[config.mk]
export PLATFORM = sky130hd
export DESIGN_NAME = spi_image_sender_flat
export DESIGN_NICKNAME = d
export VERILOG_FILES = /design/src/rtl/spi_pkg.sv /design/src/rtl/spi_image_sender_if.sv /design/src/rtl/spi_sclk_gen.sv /design/src/rtl/spi_image_sender.sv /design/src/flat_wrapper.sv
export SDC_FILE = /design/constraint.sdc
export NUM_CORES = 1
export LEC_CHECK = 0
export CAP_MARGIN = 40
export CORE_ASPECT_RATIO = 0.7
export CORE_UTILIZATION = 35
export DETAILED_ROUTE_END_ITERATION = 12
export PLACE_DENSITY_LB_ADDON = 0.2
export SETUP_SLACK_MARGIN = 0.1
export SKIP_CTS_REPAIR_TIMING = 1
export SLEW_MARGIN = 15
export SYNTH_ARGS = -nofsm -noshare
export SYNTH_HDL_FRONTEND = slang
export SYNTH_SLANG_ARGS = --single-unit
[constraint.sdc]
create_clock -name clk -period 5.3 [get_ports clk]
set_clock_uncertainty 0.15 [all_clocks]
set_input_delay 1.06 -clock clk [delete_from_list [all_inputs] [get_ports clk]]
set_output_delay 1.06 -clock clk [all_outputs]
set_load 0.005 [all_outputs]
[src/rtl/spi_pkg.sv]
// rtl/spi_pkg.sv - shared SPI image-link types and default constants
package spi_pkg;

  typedef enum logic [2:0] {
    IDLE,
    SETUP,
    LOAD,
    SHIFT,
    HOLD,
    FINISH
  } spi_tx_state_t;

  localparam int SPI_CLK_DIV     = 4;
  localparam int SPI_FRAME_BYTES = 113;
  localparam int SPI_CS_GAP      = 4;

endpackage

[src/rtl/spi_image_sender_if.sv]
// rtl/spi_image_sender_if.sv - byte stream feeding the SPI image sender
interface spi_image_sender_if;
  logic [7:0] tx_data;
  logic       tx_valid;
  logic       tx_ready;

  modport master (output tx_data, output tx_valid, input tx_ready);
  modport slave  (input tx_data, input tx_valid, output tx_ready);
endinterface

[src/rtl/spi_sclk_gen.sv]
// rtl/spi_sclk_gen.sv - half-period counter emitting SCLK rise/fall strobes
module spi_sclk_gen #(
  parameter int CLK_DIV = 4
) (
  input  logic clk,
  input  logic rst,
  input  logic en_i,
  input  logic level_i,
  output logic rise_o,
  output logic fall_o
);

  localparam int CW = (CLK_DIV > 1) ? $clog2(CLK_DIV) : 1;

  logic [CW-1:0] cnt_q, cnt_d;
  logic          wrap;

  assign wrap = en_i && (cnt_q == CW'(CLK_DIV - 1));

  always_comb begin
    cnt_d = cnt_q;
    if (!en_i || wrap) begin
      cnt_d = '0;
    end else begin
      cnt_d = cnt_q + 1'b1;
    end
  end

  always_ff @(posedge clk) begin
    if (rst) begin
      cnt_q <= '0;
    end else begin
      cnt_q <= cnt_d;
    end
  end

  // The current SCLK level decides which edge the wrap produces.
  assign rise_o = wrap && !level_i;
  assign fall_o = wrap &&  level_i;

endmodule

[src/rtl/spi_image_sender.sv]
// rtl/spi_image_sender.sv - SPI mode-0 transmitter sending one framed image per start
module spi_image_sender
  import spi_pkg::*;
#(
  parameter int CLK_DIV     = SPI_CLK_DIV,
  parameter int FRAME_BYTES = SPI_FRAME_BYTES,
  parameter int CS_GAP      = SPI_CS_GAP
) (
  input  logic                               clk,
  input  logic                               rst,
  input  logic                               start,
  spi_image_sender_if.slave                  tx,
  output logic                               SCLK,
  output logic                               COPI,
  output logic                               spi_cs_n,
  output logic                               busy,
  output logic                               done,
  output logic [$clog2(FRAME_BYTES+1)-1:0]   byte_count
);

  localparam int BCW = $clog2(FRAME_BYTES + 1);
  localparam int GW  = $clog2(CS_GAP + 1);

  spi_tx_state_t  state_q, state_d;
  logic [GW-1:0]  gap_q, gap_d;
  logic [2:0]     bit_q, bit_d;
  logic [7:0]     sr_q, sr_d;
  logic           sclk_q, sclk_d;
  logic           copi_q, copi_d;
  logic [BCW-1:0] cnt_q, cnt_d;
  logic           rise, fall;

  spi_sclk_gen #(.CLK_DIV(CLK_DIV)) u_sclk_gen (
    .clk     (clk),
    .rst     (rst),
    .en_i    (state_q == SHIFT),
    .level_i (sclk_q),
    .rise_o  (rise),
    .fall_o  (fall)
  );

  always_comb begin
    state_d     = state_q;
    gap_d       = gap_q;
    bit_d       = bit_q;
    sr_d        = sr_q;
    sclk_d      = sclk_q;
    copi_d      = copi_q;
    cnt_d       = cnt_q;
    tx.tx_ready = 1'b0;
    case (state_q)
      IDLE: begin
        if (start) begin
          state_d = SETUP;
          cnt_d   = '0;
          gap_d   = '0;
        end
      end
      SETUP: begin
        if (gap_q == GW'(CS_GAP - 1)) begin
          state_d = LOAD;
          gap_d   = '0;
        end else begin
          gap_d = gap_q + 1'b1;
        end
      end
      LOAD: begin
        tx.tx_ready = 1'b1;
        if (tx.tx_valid) begin
          sr_d    = tx.tx_data;
          copi_d  = tx.tx_data[7];
          bit_d   = '0;
          state_d = SHIFT;
        end
      end
      SHIFT: begin
        if (rise) begin
          sclk_d = 1'b1;
        end
        if (fall) begin
          sclk_d = 1'b0;
          if (bit_q == 3'd7) begin
            // COPI keeps bit 0 so it holds steady through any LOAD stall.
            cnt_d = (cnt_q == BCW'(FRAME_BYTES)) ? cnt_q : cnt_q + 1'b1;
            if (cnt_q < BCW'(FRAME_BYTES - 1)) begin
              state_d = LOAD;
            end else begin
              state_d = HOLD;
              gap_d   = '0;
            end
          end else begin
            sr_d   = {sr_q[6:0], 1'b0};
            copi_d = sr_q[6];
            bit_d  = bit_q + 1'b1;
          end
        end
      end
      HOLD: begin
        if (gap_q == GW'(CS_GAP - 1)) begin
          state_d = FINISH;
          gap_d   = '0;
        end else begin
          gap_d = gap_q + 1'b1;
        end
      end
      FINISH: begin
        state_d = IDLE;
      end
      default: begin
        state_d = IDLE;
      end
    endcase
  end

  always_ff @(posedge clk) begin
    if (rst) begin
      state_q <= IDLE;
      gap_q   <= '0;
      bit_q   <= '0;
      sr_q    <= '0;
      sclk_q  <= 1'b0;
      copi_q  <= 1'b0;
      cnt_q   <= '0;
    end else begin
      state_q <= state_d;
      gap_q   <= gap_d;
      bit_q   <= bit_d;
      sr_q    <= sr_d;
      sclk_q  <= sclk_d;
      copi_q  <= copi_d;
      cnt_q   <= cnt_d;
    end
  end

  assign busy       = (state_q != IDLE);
  assign done       = (state_q == FINISH);
  assign spi_cs_n   = !((state_q == SETUP) || (state_q == LOAD) ||
                        (state_q == SHIFT) || (state_q == HOLD));
  assign SCLK       = sclk_q;
  assign COPI       = copi_q;
  assign byte_count = cnt_q;

endmodule

[src/flat_wrapper.sv]
// flat-port wrapper written by rule: the top's interface ports become plain ports
module spi_image_sender_flat import spi_pkg::*;
#(
  parameter int CLK_DIV     = SPI_CLK_DIV,
  parameter int FRAME_BYTES = SPI_FRAME_BYTES,
  parameter int CS_GAP      = SPI_CS_GAP
)
  (clk, rst, start, SCLK, COPI, spi_cs_n, busy, done, byte_count, tx_tx_data, tx_tx_valid, tx_tx_ready);
  spi_image_sender_if tx_i ();
  input  logic clk;
  input  logic rst;
  input  logic start;
  output logic SCLK;
  output logic COPI;
  output logic spi_cs_n;
  output logic busy;
  output logic done;
  output logic [$clog2(FRAME_BYTES+1)-1:0] byte_count;
  input wire logic [$bits(tx_i.tx_data)-1:0] tx_tx_data;
  input wire logic [$bits(tx_i.tx_valid)-1:0] tx_tx_valid;
  output wire logic [$bits(tx_i.tx_ready)-1:0] tx_tx_ready;
  assign tx_i.tx_data = tx_tx_data;
  assign tx_i.tx_valid = tx_tx_valid;
  assign tx_tx_ready = tx_i.tx_ready;
  spi_image_sender #(.CLK_DIV(CLK_DIV), .FRAME_BYTES(FRAME_BYTES), .CS_GAP(CS_GAP)) u_core (.clk(clk), .rst(rst), .start(start), .tx(tx_i), .SCLK(SCLK), .COPI(COPI), .spi_cs_n(spi_cs_n), .busy(busy), .done(done), .byte_count(byte_count));
endmodule
==> results.sh, run 1 <==
export IMPL_outcome="finished, final reports clean"
export IMPL_cp_startpoint="u_core.state_q[0]$_SDFFE_PP0P_"
export IMPL_cts_buffers_inserted=3
export IMPL_ios=25
export IMPL_synth_area_leader_cell="dfxtp_1"
export IMPL_r2r_start="u_core.state_q[0]$_SDFFE_PP0P_"
export IMPL_cts_max_level=1
export IMPL_crit_chain="nor3_1 > inv_1 > nand2_1 > clkdlybuf4s50_1"
export IMPL_drive_gt1_frac=0.05348
export IMPL_max_stage_delay_ns=0.55
export IMPL_clk_pin_slew_ns=0.09
export IMPL_fin_crit_sh=0.5775
export IMPL_final_min_clock_period_ns=3.061
export IMPL_synth_top_area_frac=0.3830
export IMPL_die_area_mm2=0.004295
export IMPL_setup_tns_ns=0
export IMPL_nets=206
export IMPL_post_synth_cell_area_avg_um2=8.401
export IMPL_cts_root_buf="clkbuf_8"
export IMPL_initial_utilization=0.3821
export IMPL_die_width_um=77.90
export IMPL_totalPowerFinal_mw=0.5813
export IMPL_synthArstFlopShare=0
export IMPL_cts_tree="yes"
export IMPL_critPathKind="reg -> out"
export IMPL_ys_warn_count=0
export IMPL_final_cell_mix="dfxtp_1, nand2_1, clkdlybuf4s50_1"
export IMPL_required_ns=4.09
export IMPL_synth_area_leaders="dfxtp_1, nand2_1, ha_1"
export IMPL_power_density_mw_per_mm2=339.6
export IMPL_clock_fmax_mhz=326.7
export IMPL_drc_errors=0
export IMPL_drv_cap=0
export IMPL_antenna_cells=0
export IMPL_ys_seq_elements=27
export IMPL_fp_row_count=18
export IMPL_setup_viol=0
export IMPL_hp_class="reg -> reg"
export IMPL_relSlewSlack=0.4767
export IMPL_yosys_most_used_dff="dfxtp_1"
export IMPL_antenna_left=0
export IMPL_start_kind="flop"
export IMPL_groute_usage_overall=0.1666
export IMPL_grt_overflow=0
export IMPL_dp_slack_ns=2.290
export IMPL_drv_slew=0
export IMPL_drt_initial_drc_count=48
export IMPL_routabilityCongestion=0.7320
export IMPL_synth_cell_area_mm2=0.001411
export IMPL_post_dp_hpwl_um=2384
export IMPL_r2r_slack_ns=2.93
export IMPL_critical_path_slowest_cell="dfxtp_1"
export IMPL_cp_endpoint="spi_cs_n"
export IMPL_layout_commonest_cell="dfxtp_1"
export IMPL_grt_pass1_vias=1136
export IMPL_grt_pass1_wl_um=5354
export IMPL_cts_sinks=27
export IMPL_crit_path_end_kind="output pin"
export IMPL_dr_pass1_iters=4
export IMPL_routed_via_density=5.435
export IMPL_grt_max_degree=22
export IMPL_insertion_delay_ns=0.28
export IMPL_critPathArrivalTime_ns=1.85
export IMPL_ys_types=45
export IMPL_wl_per_cell_um=14.06
export IMPL_core_area_mm2=0.003694
export IMPL_clk_path_buf_depth=2
export IMPL_synth_edf_count=0
export IMPL_die_y_um=55.13
export IMPL_worstRegToRegCells=5
export IMPL_tightestPinTransition_ns=0.7825
export IMPL_timing_final_ws_setup_ns=2.239
export IMPL_syn_nets=186
export IMPL_drt_wl_total_um=3333
export IMPL_synth_cells=168
export IMPL_fillers=376
export IMPL_vias=1288
export IMPL_grt_antenna_before_repair=0
export IMPL_vdd_drop_max_uv=182.8
export IMPL_synth_seq_area_share=0.3830
export IMPL_rsz0062_at_grt="false"
export IMPL_p_leak_nw=0.6313
export IMPL_r2r_end="u_core.COPI$_SDFFE_PP0P_"
export IMPL_portBuffers=24
export IMPL_hold_viol=0
export IMPL_cp_max_fo=20
export IMPL_area_growth_pct=21.28
[worst min path at each step]
stage / startpoint / endpoint / slack [ns] / depth (start not counted)
after floorplan: u_core.u_sclk_gen.cnt_q[0]$_SDFF_PP0_ / u_core.u_sclk_gen.cnt_q[0]$_SDFF_PP0_ / 0.26 / 1
after detailed placement: u_core.gap_q[2]$_SDFFE_PP0P_ / u_core.gap_q[2]$_SDFFE_PP0P_ / 0.29 / 1
after CTS: u_core.gap_q[2]$_SDFFE_PP0P_ / u_core.gap_q[2]$_SDFFE_PP0P_ / 0.30 / 1
after global placement: u_core.u_sclk_gen.cnt_q[0]$_SDFF_PP0_ / u_core.u_sclk_gen.cnt_q[0]$_SDFF_PP0_ / 0.27 / 1
final: u_core.gap_q[2]$_SDFFE_PP0P_ / u_core.gap_q[2]$_SDFFE_PP0P_ / 0.31 / 1
after global routing: u_core.gap_q[2]$_SDFFE_PP0P_ / u_core.gap_q[2]$_SDFFE_PP0P_ / 0.32 / 1
[synthesized netlist by cell type, types with 5 or more instances]
cell / count
dfxtp_1: 27
nand2_1: 26
nor2_1: 19
a21oi_1: 9
a311oi_1: 7
nand3_1: 7
ha_1: 6
nand2b_1: 6
a31oi_1: 5
buf_2: 5
[sequential cells by signal (all words and copies together), names as in the netlist]
name                     cells
u_core.gap_q                 3
u_core.byte_count            7
u_core.COPI                  1
u_core.SCLK                  1
u_core.u_sclk_gen.cnt_q      2
u_core.sr_q                  7
u_core.state_q               3
u_core.bit_q                 3
[cell type report]
cell class	instances	area, um^2	area share
Multi-Input combinational cell	127	797.0	0.4656
Timing Repair Buffer	25	247.7	0.1447
Inverter	4	15.01	0.008772
Tap cell	50	62.56	0.03655
Clock buffer	3	41.29	0.02412
Clock inverter	1	7.507	0.004386
Sequential cell	27	540.5	0.3158
[where the power goes]
part           leakage, nW  internal [mW]  switching [mW]  total, mW
registers            0.219          0.228          0.0459      0.274
logic                0.391         0.0951          0.0892      0.184
clock network       0.0217         0.0536          0.0698      0.123
total                0.631          0.376           0.205      0.581
[through the flow]
step	hold WS [ns]	instance area [um^2]	util	cells
2_1_floorplan	0.2574	1411	-	168
4_1_cts	0.3041	1712	0.4634	237
3_3_place_gp	0.2652	1655	0.4482	232
3_5_place_dp	0.2905	1663	0.4502	233
5_1_grt	0.3210	1712	0.4634	237
6_report	0.3060	1712	0.4634	237
[layer usage]
metal	global-route usage	routed length, um	vias up
met5	0	0	-
met4	0.08333	56	0
met3	0.03934	145	5
met2	0.2802	1501	20
met1	0.2071	1629	622
li1	-	-	641
[critical path, delay by kind of cell (launching register included)]
| kind | cells | cell delay (ns) |
|---|---|---|
| DFF | 1 | 0.55 |
| buffers and inverters | 2 | 0.60 |
| and+or+nand+nor | 2 | 0.43 |
[cells by family after synthesis]
| logic type | synth area share |
|---|---|
| adders and majority gates | 0.05319 |
| and+or+nand+nor | 0.2633 |
| xor gates and xnor gates | 0.01862 |
| muxes | 0.02216 |
| DFF | 0.3830 |
| AOI/OAI and AO/OA | 0.2075 |
| buffers and inverters | 0.05230 |
Note: power is estimated with default switching activity, not from simulation.
==> inputs of run 2 (changes only) <==
- clock period: 5.3 -> 2.8 ns (I/O delays scaled with it)
==> results.sh, run 2 (synthesis results as in run 1) <==
export IMPL_drt_wl_total_um=3097
export IMPL_crit_path_end_kind="output pin"
export IMPL_hp_class="reg -> reg"
export IMPL_fillers=365
export IMPL_cts_tree="yes"
export IMPL_setup_tns_ns=0
export IMPL_wl_per_cell_um=13.01
export IMPL_r2r_start="u_core.bit_q[0]$_SDFFE_PP0P_"
export IMPL_cts_sinks=27
export IMPL_cp_startpoint="u_core.state_q[1]$_SDFFE_PP0P_"
export IMPL_dr_pass1_iters=4
export IMPL_portBuffers=24
export IMPL_critPathArrivalTime_ns=1.82
export IMPL_cp_max_fo=16
export IMPL_p_leak_nw=0.6361
export IMPL_critPathKind="reg -> out"
export IMPL_cts_max_level=1
export IMPL_outcome="finished, final reports clean"
export IMPL_power_density_mw_per_mm2=634.7
export IMPL_seq_area_um2=540.5
export IMPL_die_area_mm2=0.004295
export IMPL_drv_cap=0
export IMPL_post_dp_hpwl_um=2296
export IMPL_layout_commonest_cell="dfxtp_1"
export IMPL_antenna_cells=0
export IMPL_fin_crit_sh=0.9026
export IMPL_grt_pass1_wl_um=5023
export IMPL_grt_pass1_vias=1097
export IMPL_cts_buffers_inserted=3
export IMPL_groute_usage_overall=0.1534
export IMPL_clock_fmax_mhz=395.7
export IMPL_multi_input_area_um2=797.0
export IMPL_tightestPinTransition_ns=0.6405
export IMPL_relSlewSlack=0.5724
export IMPL_rsz0062_at_grt="false"
export IMPL_final_min_clock_period_ns=2.527
export IMPL_hold_viol=0
export IMPL_drc_errors=0
export IMPL_die_width_um=77.90
export IMPL_stdcell_count=238
export IMPL_cts_root_buf="clkbuf_8"
export IMPL_placedCellCount=234
export IMPL_insertion_delay_ns=0.28
export IMPL_fp_row_count=18
export IMPL_drv_slew=0
export IMPL_setup_viol=0
export IMPL_vdd_drop_max_uv=308.4
export IMPL_antenna_left=0
export IMPL_core_area_mm2=0.003694
export IMPL_routed_via_density=5.218
export IMPL_area_growth_pct=21.81
export IMPL_dp_slack_ns=0.4676
export IMPL_die_y_um=55.13
export IMPL_clk_pin_slew_ns=0.09
export IMPL_timing_final_ws_setup_ns=0.2727
export IMPL_clk_path_buf_depth=2
export IMPL_grt_overflow=0
export IMPL_drive_gt1_frac=0.05851
export IMPL_start_kind="flop"
export IMPL_required_ns=2.09
export IMPL_grt_max_degree=21
export IMPL_initial_utilization=0.3821
export IMPL_drt_initial_drc_count=75
export IMPL_grt_antenna_before_repair=0
export IMPL_vias=1242
export IMPL_hp_start="u_core.gap_q[2]$_SDFFE_PP0P_"
export IMPL_nets=207
export IMPL_ios=25
export IMPL_routabilityCongestion=0.7922
export IMPL_final_cell_mix="dfxtp_1, nand2_1, clkdlybuf4s50_1"
-- run 2: changes by cell type in the layout (fill, tap and decap cells not counted), sizes merged --
cell | previous run | this run
buf | 1 | 2
-- run 2: path summary, 6_finish.rpt --
check | endpoint | slack, ns | cells after the start
worst max-delay path | spi_cs_n | 0.27 | 4
worst min-delay path | u_core.gap_q[2]$_SDFFE_PP0P_ | 0.30 | 1
worst max register to register | u_core.sr_q[5]$_SDFFE_PP0P_ | 0.58 | 7
worst min register to register | u_core.gap_q[2]$_SDFFE_PP0P_ | 0.30 | 1
-- run 2: cell type report --
cell class / count / share of cell area
repair buffers: 26 / 0.1485
well taps: 50 / 0.03639
multi-input cells: 127 / 0.4636
clock inverters: 1 / 0.004367
flip-flops and latches: 27 / 0.3144
inverters: 4 / 0.008734
clock buffers: 3 / 0.02402
-- run 2: metrics by stage --
| step | hold WS, ns | utilization | total power [mW] | area [um^2] |
|---|---|---|---|---|
| 2_1_floorplan | 0.2574 | - | 0.7604 | 1411 |
| 3_3_place_gp | 0.2674 | 0.4522 | 0.8523 | 1670 |
| 3_5_place_dp | 0.2844 | 0.4522 | 0.8696 | 1670 |
| 4_1_cts | 0.2988 | 0.4654 | 1.101 | 1719 |
| 5_1_grt | 0.3049 | 0.4654 | 1.159 | 1719 |
| 6_report | 0.3027 | 0.4654 | 1.091 | 1719 |
-- run 2: power by group --
| part | internal (mW) | leakage, nW | switching [mW] |
|---|---|---|---|
| Clock | 0.101 | 0.0217 | 0.128 |
| Sequential | 0.431 | 0.219 | 0.0820 |
| Combinational | 0.181 | 0.396 | 0.168 |
-- run 2: critical path, stage by stage, from the launching register on --
cell and delay (ns):
dfxtp_1 0.49, nor3_1 0.39, inv_1 0.10, nand2_1 0.07, clkdlybuf4s50_1 0.49
-- run 2: per-layer routing --
| layer | vias up | global-route usage | routed length [um] |
|---|---|---|---|
| li1 | 646 | - | - |
| met1 | 577 | 0.2012 | 1565 |
| met2 | 17 | 0.2552 | 1372 |
| met3 | 2 | 0.04262 | 143 |
| met5 | - | 0 | 0 |
| met4 | 0 | 0.03704 | 16 |
==> inputs of run 3 (changes only) <==
- clock period: 2.8 -> 2.7 ns (I/O delays scaled with it)
==> results.sh, run 3 (synthesis results as in run 1) <==
export IMPL_hp_class="reg -> reg"
export IMPL_grt_antenna_before_repair=0
export IMPL_antenna_left=0
export IMPL_core_area_mm2=0.003694
export IMPL_cpLargestDelayFamily="flip-flops"
export IMPL_nets=207
export IMPL_drt_wl_total_um=3369
export IMPL_cts_max_level=1
export IMPL_clock_fmax_mhz=396.9
export IMPL_drc_errors=0
export IMPL_timing_final_ws_setup_ns=0.1808
export IMPL_relSlewSlack=0.5163
export IMPL_cp_max_fo=20
export IMPL_grt_overflow=0
export IMPL_final_min_clock_period_ns=2.519
export IMPL_post_dp_hpwl_um=2399
export IMPL_antenna_cells=0
export IMPL_cts_sinks=27
export IMPL_cts_tree="yes"
export IMPL_crit_chain="o21ai_0 > nand2_1 > clkdlybuf4s50_1"
export IMPL_fin_crit_sh=0.9330
export IMPL_die_area_mm2=0.004295
export IMPL_start_kind="flop"
export IMPL_cts_root_buf="clkbuf_8"
export IMPL_die_y_um=55.13
export IMPL_tightestPinTransition_ns=0.7246
export IMPL_groute_usage_overall=0.1730
export IMPL_setup_tns_ns=0
export IMPL_grt_pass1_vias=1142
export IMPL_hold_viol=0
export IMPL_seq_power_share=0.474
export IMPL_switchingPower_mw=0.4000
export IMPL_grt_pass1_wl_um=5582
export IMPL_clk_path_buf_depth=2
export IMPL_critical_path_buf_inv_count=1
export IMPL_critPathArrivalTime_ns=1.83
export IMPL_dp_slack_ns=0.4491
export IMPL_initial_utilization=0.3821
export IMPL_drv_cap=0
export IMPL_wl_per_cell_um=14.16
export IMPL_area_growth_pct=22.25
export IMPL_vias=1256
export IMPL_power_density_mw_per_mm2=662.6
export IMPL_clk_pin_slew_ns=0.10
export IMPL_cts_buffers_inserted=3
export IMPL_whs_ns=0.2887
export IMPL_crit_path_end_kind="output pin"
export IMPL_vdd_drop_max_uv=399.8
export IMPL_clkPwrFrac=0.209
export IMPL_internal_power_mw=0.7433
export IMPL_drt_initial_drc_count=133
export IMPL_max_stage_delay_ns=0.80
export IMPL_required_ns=2.01
export IMPL_drive_gt1_frac=0.06915
export IMPL_final_cell_mix="nand2_1, dfxtp_1, clkdlybuf4s50_1"
export IMPL_portBuffers=24
export IMPL_routed_via_density=5.277
export IMPL_outcome="finished, final reports clean"
export IMPL_p_leak_nw=0.6382
export IMPL_rsz0062_at_grt="true"
export IMPL_grt_max_degree=21
export IMPL_die_width_um=77.90
export IMPL_combPwrFrac=0.316
export IMPL_insertion_delay_ns=0.28
export IMPL_dr_pass1_iters=4
export IMPL_routabilityCongestion=0.7750
export IMPL_switching_share=0.3499
export IMPL_critical_path_slowest_cell="dfxtp_1"
export IMPL_ios=25
export IMPL_fillers=372
export IMPL_fp_row_count=18
export IMPL_critPathKind="reg -> out"
export IMPL_setup_viol=0
export IMPL_drv_slew=0
==> run 3: final timing paths <==
| path | from | end | slack, ns | depth (start not counted) |
|---|---|---|---|---|
| setup / recovery | u_core.state_q[0]$_SDFFE_PP0P_ | spi_cs_n | 0.18 | 3 |
| hold / removal | u_core.u_sclk_gen.cnt_q[0]$_SDFF_PP0_ | u_core.u_sclk_gen.cnt_q[0]$_SDFF_PP0_ | 0.29 | 1 |
| setup reg to reg | u_core.state_q[0]$_SDFFE_PP0P_ | u_core.state_q[0]$_SDFFE_PP0P_ | 0.48 | 4 |
| hold reg to reg | u_core.u_sclk_gen.cnt_q[0]$_SDFF_PP0_ | u_core.u_sclk_gen.cnt_q[0]$_SDFF_PP0_ | 0.29 | 1 |
==> run 3: worst register-to-register path: stages, from the launching register on <==
cell and delay (ns):
dfxtp_1 0.80, and3b_1 0.62, a21oi_1 0.13, or3_1 0.31, a21oi_1 0.14
==> run 3: power by group through the flow <==
stage | clock, mW | combinational, mW | sequential [mW]
after floorplan | 0 | 0.301 | 0.488
after global placement | 0 | 0.349 | 0.541
after detailed placement | 0 | 0.361 | 0.545
after CTS | 0.248 | 0.362 | 0.536
after global routing | 0.264 | 0.405 | 0.553
final | 0.239 | 0.362 | 0.542
==> run 3: routing by layer <==
layer / share of wire / GRT usage
met1: 0.52 / 0.2399
met2: 0.42 / 0.2566
met3: 0.048 / 0.05246
met4: 0.0086 / 0.05864
met5: 0 / 0
==> run 3: through the flow <==
stage	instance area, um^2	utilization	total power, mW	instances
detailed placement	1670	0.4522	0.9059	234
CTS	1719	0.4654	1.146	238
global placement	1670	0.4522	0.8898	234
finish	1725	0.4671	1.143	238
global route	1725	0.4671	1.222	238
floorplan	1411	-	0.7885	168
==> run 3: layout make-up <==
class                   count  area [um^2]  area share
repair buffers             26        255.2      0.1479
well taps                  50        62.56     0.03626
clock inverters             1        7.507    0.004351
flip-flops and latches     27        541.8      0.3140
multi-input cells         127        802.0      0.4648
inverters                   4        15.01    0.008702
clock buffers               3        41.29     0.02393
